File: config.mk
export PLATFORM = sky130hd
export DESIGN_NAME = comb_stack
export DESIGN_NICKNAME = d
export VERILOG_FILES = /design/src/rtl/comb_pkg.sv /design/src/rtl/comb_stack_mem.sv /design/src/rtl/comb_stack.sv
export SDC_FILE = /design/constraint.sdc
export NUM_CORES = 1
export LEC_CHECK = 0
export ABC_AREA = 1
export CAP_MARGIN = 20
export CORE_UTILIZATION = 60
export DETAILED_ROUTE_END_ITERATION = 16
export GPL_ROUTABILITY_DRIVEN = 0
export PLACE_DENSITY_LB_ADDON = 0.05
export SETUP_SLACK_MARGIN = 0.15
export SLEW_MARGIN = 25
export SYNTH_ARGS = -nofsm -noshare
export SYNTH_HDL_FRONTEND = slang
export SYNTH_SLANG_ARGS = --single-unit
File: constraint.sdc
create_clock -name clk -period 3.2 [get_ports clk]
set_clock_uncertainty 0.1 [all_clocks]
set_input_delay 0.8 -clock clk [delete_from_list [all_inputs] [get_ports clk]]
set_output_delay 0.8 -clock clk [all_outputs]
set_load 0.05 [all_outputs]
File: src/rtl/comb_pkg.sv
// comb_pkg: shared defaults, stack-mux select encodings and stack word type for the combination datapath
package comb_pkg;
  localparam int DATA_W_DEF = 8;
  localparam int DEPTH_DEF = 16;
  typedef enum logic [1:0] {
    SEL_STK_M   = 2'd0,
    SEL_STK_N   = 2'd1,
    SEL_STK_DEC = 2'd2
  } stk_sel_t;
  typedef logic [DATA_W_DEF-1:0] stk_word_t;
endpackage

File: src/rtl/comb_stack_mem.sv
// comb_stack_mem: DEPTH x DATA_W register array; ports clk, we/waddr/wdata sync write, raddr/rdata comb read
module comb_stack_mem
  import comb_pkg::*;
#(
  parameter int DATA_W = DATA_W_DEF,
  parameter int DEPTH  = DEPTH_DEF
) (
  input  logic                       clk,
  input  logic                       we,
  input  logic [$clog2(DEPTH)-1:0]   waddr,
  input  logic [DATA_W-1:0]          wdata,
  input  logic [$clog2(DEPTH)-1:0]   raddr,
  output logic [DATA_W-1:0]          rdata
);
  logic [DATA_W-1:0] mem [DEPTH];
  always_ff @(posedge clk)
    if (we) mem[waddr] <= wdata;
  assign rdata = mem[raddr];
endmodule

File: src/rtl/comb_stack.sv
// comb_stack: LIFO with registered pop data; ports clk/rst/clr, push/pop/din in, dout/is_empty/is_full/count/hwm/ovf/unf out
module comb_stack
  import comb_pkg::*;
#(
  parameter int DATA_W = DATA_W_DEF,
  parameter int DEPTH  = DEPTH_DEF,
  parameter int CNT_W  = $clog2(DEPTH) + 1
) (
  input  logic              clk,
  input  logic              rst,
  input  logic              clr,
  input  logic              push,
  input  logic              pop,
  input  logic [DATA_W-1:0] din,
  output logic [DATA_W-1:0] dout,
  output logic              is_empty,
  output logic              is_full,
  output logic [CNT_W-1:0]  count,
  output logic [CNT_W-1:0]  hwm,
  output logic              ovf,
  output logic              unf
);
  localparam int AW = $clog2(DEPTH);
  logic [CNT_W-1:0]  sp, sp_nxt;
  logic [AW-1:0]     top, waddr;
  logic [DATA_W-1:0] rdata;
  logic              do_push, do_pop, swap, bypass, we;
  assign is_empty = sp == '0;
  assign is_full  = sp == CNT_W'(DEPTH);
  assign count    = sp;
  assign top      = AW'(sp - CNT_W'(1));
  assign do_push  = push & ~pop & ~is_full;
  assign do_pop   = pop & ~push & ~is_empty;
  assign swap     = push & pop & ~is_empty;
  assign bypass   = push & pop & is_empty;
  assign we       = ~clr & (do_push | swap);
  assign waddr    = do_push ? sp[AW-1:0] : top;
  always_comb
    sp_nxt = clr ? '0 : do_push ? sp + CNT_W'(1) : do_pop ? sp - CNT_W'(1) : sp;
  comb_stack_mem #(.DATA_W(DATA_W), .DEPTH(DEPTH)) u_mem (
    .clk   (clk),
    .we    (we),
    .waddr (waddr),
    .wdata (din),
    .raddr (top),
    .rdata (rdata)
  );
  always_ff @(posedge clk or posedge rst)
    if (rst) begin
      sp   <= '0;
      dout <= '0;
      hwm  <= '0;
      ovf  <= 1'b0;
      unf  <= 1'b0;
    end else begin
      sp   <= sp_nxt;
      dout <= clr ? '0 : (do_pop | swap) ? rdata : bypass ? din : dout;
      hwm  <= clr ? '0 : sp_nxt > hwm ? sp_nxt : hwm;
      ovf  <= ~clr & (ovf | (push & ~pop & is_full));
      unf  <= ~clr & (unf | (pop & ~push & is_empty));
    end
endmodule

==> results of run 1 <==
==> power by group through the flow <==
stage	Sequential [mW]	Combinational [mW]	Clock [mW]
after global routing	2.25	1.51	2.16
final	2.24	1.39	2.07
after detailed placement	2.28	1.37	0
after floorplan	2.44	0.781	0
after global placement	2.28	1.34	0
after CTS	2.24	1.38	2.08
==> metal layers <==
layer	GRT usage, %	vias up	routed length, µm
li1	-	2245	-
met1	37.3	2260	6370
met2	45.5	172	7410
met3	5.11	29	777
met4	13.2	0	347
met5	0	-	0
==> kinds of logic after synthesis <==
| kind of cell | share of synthesized area (%) |
|---|---|
| compound gates | 1.29 |
| xor+xnor | 0.965 |
| simple gates | 26.1 |
| buf+inv | 4.64 |
| fa+ha+maj | 1.32 |
| flops | 65.7 |
==> final timing paths <==
check | cells after the start | slack (ns) | start | to
max | 17 | 0.37 | pop | hwm[2]$_DFFE_PP0P_
min | 2 | 0.39 | dout[6]$_DFFE_PP0P_ | dout[6]$_DFFE_PP0P_
max reg2reg | 17 | 0.39 | count[0]$_DFF_PP0_ | hwm[2]$_DFFE_PP0P_
min reg2reg | 2 | 0.39 | dout[6]$_DFFE_PP0P_ | dout[6]$_DFFE_PP0P_
max in group asynchronous | 2 | 1.86 | rst | count[1]$_DFF_PP0_
min in group asynchronous | 2 | 0.61 | rst | unf$_DFF_PP0_
==> synthesized netlist by cell type <==
| cell type | instances |
|---|---|
| xor2_4 | 2 |
| nor2_1 | 40 |
| inv_1 | 27 |
| o21ai_2 | 1 |
| clkbuf_1 | 5 |
| and2_1 | 1 |
| inv_2 | 4 |
| nand2_2 | 2 |
| nand4_1 | 3 |
| nor3_1 | 1 |
| ha_1 | 7 |
| nor3_2 | 1 |
| nand2_1 | 220 |
| xor2_1 | 1 |
| buf_2 | 14 |
| buf_12 | 1 |
| nand3_1 | 121 |
| nand3_2 | 3 |
| buf_6 | 2 |
| nand2_4 | 1 |
| nand3_4 | 1 |
| clkbuf_8 | 1 |
| buf_8 | 1 |
| nor2_4 | 1 |
| a21oi_1 | 3 |
| o21ai_0 | 6 |
| nor2_8 | 1 |
| edfxtp_1 | 128 |
| o21ai_1 | 1 |
| buf_4 | 4 |
| a21oi_2 | 3 |
| dfrtp_1 | 20 |
==> critical path: stages <==
cell	delay (ns)
clkdlybuf4s50_1	0.55
nand2_1	0.12
inv_1	0.09
nand2_1	0.11
nand2_1	0.14
nand2_1	0.08
a21oi_2	0.20
ha_1	0.30
nand2_1	0.08
inv_1	0.03
o21ai_0	0.13
nand3_1	0.10
nand2_1	0.09
nand2_1	0.12
inv_1	0.14
nand2_1	0.06
nand2_1	0.06
==> timing repair <==
item,4_1_cts,5_1_grt
setup endpoints to repair,0,39
setup buffers,0,0
hold buffers,0,0
hold endpoints to repair,0,0
gates resized for setup,0,9
==> through the flow <==
| step | hold slack, ns | util [%] | TNS, ns | cells |
|---|---|---|---|---|
| 2_1_floorplan | 0.616 | - | 0 | 627 |
| 3_3_place_gp | 0.368 | 68.0 | 0 | 797 |
| 3_5_place_dp | 0.365 | 68.0 | -0.388 | 797 |
| 4_1_cts | 0.394 | 73.9 | 0 | 829 |
| 5_1_grt | 0.413 | 74.2 | 0 | 829 |
| 6_report | 0.386 | 74.2 | 0 | 829 |
==> final cells by class <==
class | instances | area [µm²]
multi-input cells | 420 | 1960
fillers | 714 | 2720
repair buffers | 62 | 577
clock inverters | 14 | 201
inverters | 31 | 116
flip-flops and latches | 148 | 4350
clock buffers | 18 | 418
well taps | 136 | 170
==> sequential cells by signal, indices dropped and copies added (netlist names) <==
signal     count
u_mem.mem    128
dout           8
count          5
hwm            5
ovf            1
unf            1
==> flow_summary.json, run 1 <==
{
  "die_h_um": 107,
  "h-tree-depth": 4,
  "cts_tree": "yes",
  "antenna_found_initial": 0,
  "seqPwrFrac_pct": 39.3,
  "tightest_slew_ns": 0.835,
  "n_antenna_cell": 0,
  "start_kind": "input pin",
  "syn_area_mm2": 0.00661,
  "fmax_ghz": 0.354,
  "die_x_um": 107,
  "setup_viol": 0,
  "worstSetupPathType": "in -> reg",
  "syn_inst": 627,
  "routed_wl_um": 14900,
  "post-route-period-util_pct": 88.3,
  "yosysWarnings": 0,
  "power.clock.fraction_pct": 36.3,
  "ys_top_cells_by_area": "edfxtp_1 (58%), nand2_1 (12%), nand3_1 (9.2%)",
  "die-area_mm2": 0.0114,
  "floorplan.initialDensity_pct": 62.9,
  "ir_drop_uv": 569,
  "port_buffers": 34,
  "initialDrtViolationCount": 328,
  "synth-seq-cells": 148,
  "min_path_type": "reg -> reg",
  "layout_common_cells": "nand2_1 (220), edfxtp_1 (128), nand3_1 (121)",
  "end_kind": "flop",
  "maxSlewHeadroom_pct": 44.2,
  "place_hpwl_um": 9430,
  "cts_made_buffers": 17,
  "cp_data_arrival_time_ns": 3.20,
  "rsz0062_at_grt": "no",
  "drive_gt1_share_pct": 12.3,
  "dp_slack_ns": -0.0896,
  "grt_pass1_vias": 4568,
  "run_status": "complete, no violations",
  "drv_slew": 0,
  "placedInstanceArea_mm2": 0.00715,
  "synth_top_area_share_pct": 58.1,
  "clk_latency_ns": 0.53,
  "rows": 37,
  "seq_area_frac_synth_pct": 65.7,
  "syn2layout_area_growth_pct": 17.9,
  "cts_root_buffer": "clkbuf_8",
  "grt_pass1_wl_um": 23400,
  "path_clk_slew_ns": 0.06,
  "drt-vias-per-instance": 5.68,
  "finalWorstSetupSlack_ns": 0.374,
  "yosys.area.top_type": "edfxtp_1",
  "design_power_total_mw": 5.70,
  "wire_per_inst_um": 18.0,
  "p_int_mw": 3.89,
  "finalHoldViolCount": 0,
  "synth_fp_nets": 647,
  "cp_max_fo": 5,
  "period_needed_ns": 2.83,
  "p_leak_nw": 3.13,
  "synth_area_per_cell_um2": 10.5,
  "ios": 35,
  "antenna_left": 0,
  "comb_power_share_pct": 24.4,
  "gr-total-overflow": 0,
  "worstPathRequired_ns": 3.57,
  "layout_commonest_cell": "nand2_1",
  "vias": 4706,
  "postLayoutCellArea_mm2": 0.00779,
  "dr.pass1.iters": 5,
  "synth_cell_types": 32,
  "grt_max_degree": 68,
  "numClockSinks": 148,
  "grt_usage_pct": 28.2,
  "power_density_mw_per_mm2": 731,
  "drc_errors": 0,
  "cts_buffer_depth": 2,
  "final_nets": 700,
  "cap_violations": 0,
  "netSwitchingPower_mw": 1.81,
  "coreArea_mm2": 0.0105,
  "p_sw_share_pct": 31.8
}
No activity file was read; power rests on OpenSTA's default activity.
==> run 2, diff against run 1 <==
==> constraint.sdc (replaced) <==
create_clock -name clk -period 3.2 [get_ports clk]
set_clock_uncertainty 0.1 [all_clocks]
set_input_delay 0.64 -clock clk [delete_from_list [all_inputs] [get_ports clk]]
set_output_delay 0.64 -clock clk [all_outputs]
set_load 0.05 [all_outputs]
==> flow_summary.json, run 2 (synthesized netlist as in run 1, its figures left out) <==
{
  "run_status": "complete, no violations",
  "worstPathRequired_ns": 2.46,
  "top_register": "u_mem.mem",
  "min_path_type": "reg -> reg",
  "period_needed_ns": 2.93,
  "gr-usage-met2_pct": 47.7,
  "cp_data_arrival_time_ns": 2.19,
  "clk_latency_ns": 0.52,
  "n_antenna_cell": 0,
  "design_power_total_mw": 5.70,
  "grtUsageMet1_pct": 37.9,
  "finalWorstSetupSlack_ns": 0.271,
  "vias": 4726,
  "initialDrtViolationCount": 394,
  "end_kind": "output port",
  "gr-total-overflow": 0,
  "power_density_mw_per_mm2": 734,
  "grt_usage_pct": 28.9,
  "antenna_left": 0,
  "grt_util_met3_pct": 6.99,
  "cts_root_buffer": "clkbuf_8",
  "fmax_ghz": 0.341,
  "grt_pass1_wl_um": 23800,
  "top_usage_layer": "met2",
  "cp_max_fo": 40,
  "die_h_um": 107,
  "floorplan.initialDensity_pct": 62.9,
  "cap_violations": 0,
  "layout_commonest_cell": "nand2_1",
  "coreArea_mm2": 0.0105,
  "drive_gt1_share_pct": 11.6,
  "rsz0062_at_grt": "no",
  "cts_buffer_depth": 2,
  "finalHoldWorstSlack_ns": 0.384,
  "numClockSinks": 148,
  "path_clk_slew_ns": 0.06,
  "syn2layout_area_growth_pct": 17.5,
  "wire_per_inst_um": 18.4,
  "die_x_um": 107,
  "h-tree-depth": 4,
  "largest_reg_flops": 128,
  "post-route-period-util_pct": 91.5,
  "largestRegisters": "u_mem.mem (128), dout (8)",
  "port_buffers": 34,
  "worstSetupPathType": "reg -> out",
  "p_leak_nw": 3.08,
  "antenna_found_initial": 0,
  "layout_common_cells": "nand2_1 (220), edfxtp_1 (128), nand3_1 (121)",
  "drt-vias-per-instance": 5.73,
  "postLayoutCellArea_mm2": 0.00777,
  "drv_slew": 0,
  "die-area_mm2": 0.0114,
  "rows": 37,
  "tightest_slew_ns": 0.799,
  "finalHoldViolCount": 0,
  "cts_tree": "yes",
  "routed_wl_um": 15200,
  "ios": 35,
  "cts_made_buffers": 17,
  "ctsHoldBuffers": 0,
  "maxSlewHeadroom_pct": 46.7,
  "setup_viol": 0,
  "place_hpwl_um": 9410,
  "ir_drop_uv": 509,
  "grt_max_degree": 67,
  "grt_pass1_vias": 4503,
  "placedInstanceArea_mm2": 0.00707,
  "final_nets": 696,
  "dp_slack_ns": -0.102,
  "dr.pass1.iters": 5,
  "start_kind": "flop",
  "drc_errors": 0
}
-- run 2: cell count changes in the layout (fill, tap and decap cells not counted), moves of 2 or more --
| cell | previous run | this run |
|---|---|---|
| buf_4 | 28 | 24 |
| clkdlybuf4s50_1 | 29 | 32 |
| clkinv_2 | 2 | 0 |
| clkinv_4 | 1 | 4 |
| dlymetal6s2s_1 | 2 | 0 |
| inv_8 | 2 | 0 |
-- run 2: final timing paths --
path | from | end | slack, ns | cells after the start
worst min-delay path | dout[5]$_DFFE_PP0P_ | dout[5]$_DFFE_PP0P_ | 0.38 | 2
worst min register to register | dout[5]$_DFFE_PP0P_ | dout[5]$_DFFE_PP0P_ | 0.38 | 2
max in group asynchronous | rst | count[0]$_DFF_PP0_ | 1.98 | 2
worst max-delay path | count[0]$_DFF_PP0_ | count[0] | 0.27 | 2
worst max register to register | count[1]$_DFF_PP0_ | hwm[3]$_DFFE_PP0P_ | 0.30 | 18
min in group asynchronous | rst | dout[5]$_DFFE_PP0P_ | 0.47 | 2
-- run 2: final cells by class --
| type | count | area [µm²] |
|---|---|---|
| tap | 136 | 170 |
| fill | 725 | 2740 |
| sequential | 148 | 4350 |
| clock buffer | 18 | 418 |
| clock inverter | 14 | 200 |
| inverter | 31 | 116 |
| multi-input combinational | 420 | 1990 |
| timing repair buffer | 58 | 532 |
-- run 2: power breakdown --
| group | switching [mW] | total (mW) | internal, mW |
|---|---|---|---|
| clock | 0.782 | 2.06 | 1.28 |
| combinational | 0.976 | 1.40 | 0.425 |
| sequential | 0.0620 | 2.24 | 2.18 |
-- run 2: what timing repair did --
| action | 4_1_cts | 5_1_grt |
|---|---|---|
| endpoints found under the setup margin | 3 | 5 |
| setup buffers | 0 | 5 |
| pin swaps | 0 | 2 |
| resized for setup | 1 | 6 |
-- run 2: stage by stage --
step	instances	util [%]	TNS [ns]
5_1_grt	825	73.9	0
6_report	825	73.9	0
3_3_place_gp	788	67.3	0
3_5_place_dp	788	67.3	-0.468
4_1_cts	820	73.2	0
2_1_floorplan	627	-	0
-- run 2: worst max-delay path, cell delays in order, from the launching register on --
cell,delay [ns]
dfrtp_2,0.40
buf_4,0.39
clkdlybuf4s50_1,0.88
-- run 2: metal layers --
layer / wire [µm] / part of all wire, %
met5: 0 / 0
met4: 239 / 1.6
met3: 1050 / 6.9
met2: 7660 / 51
met1: 6210 / 41
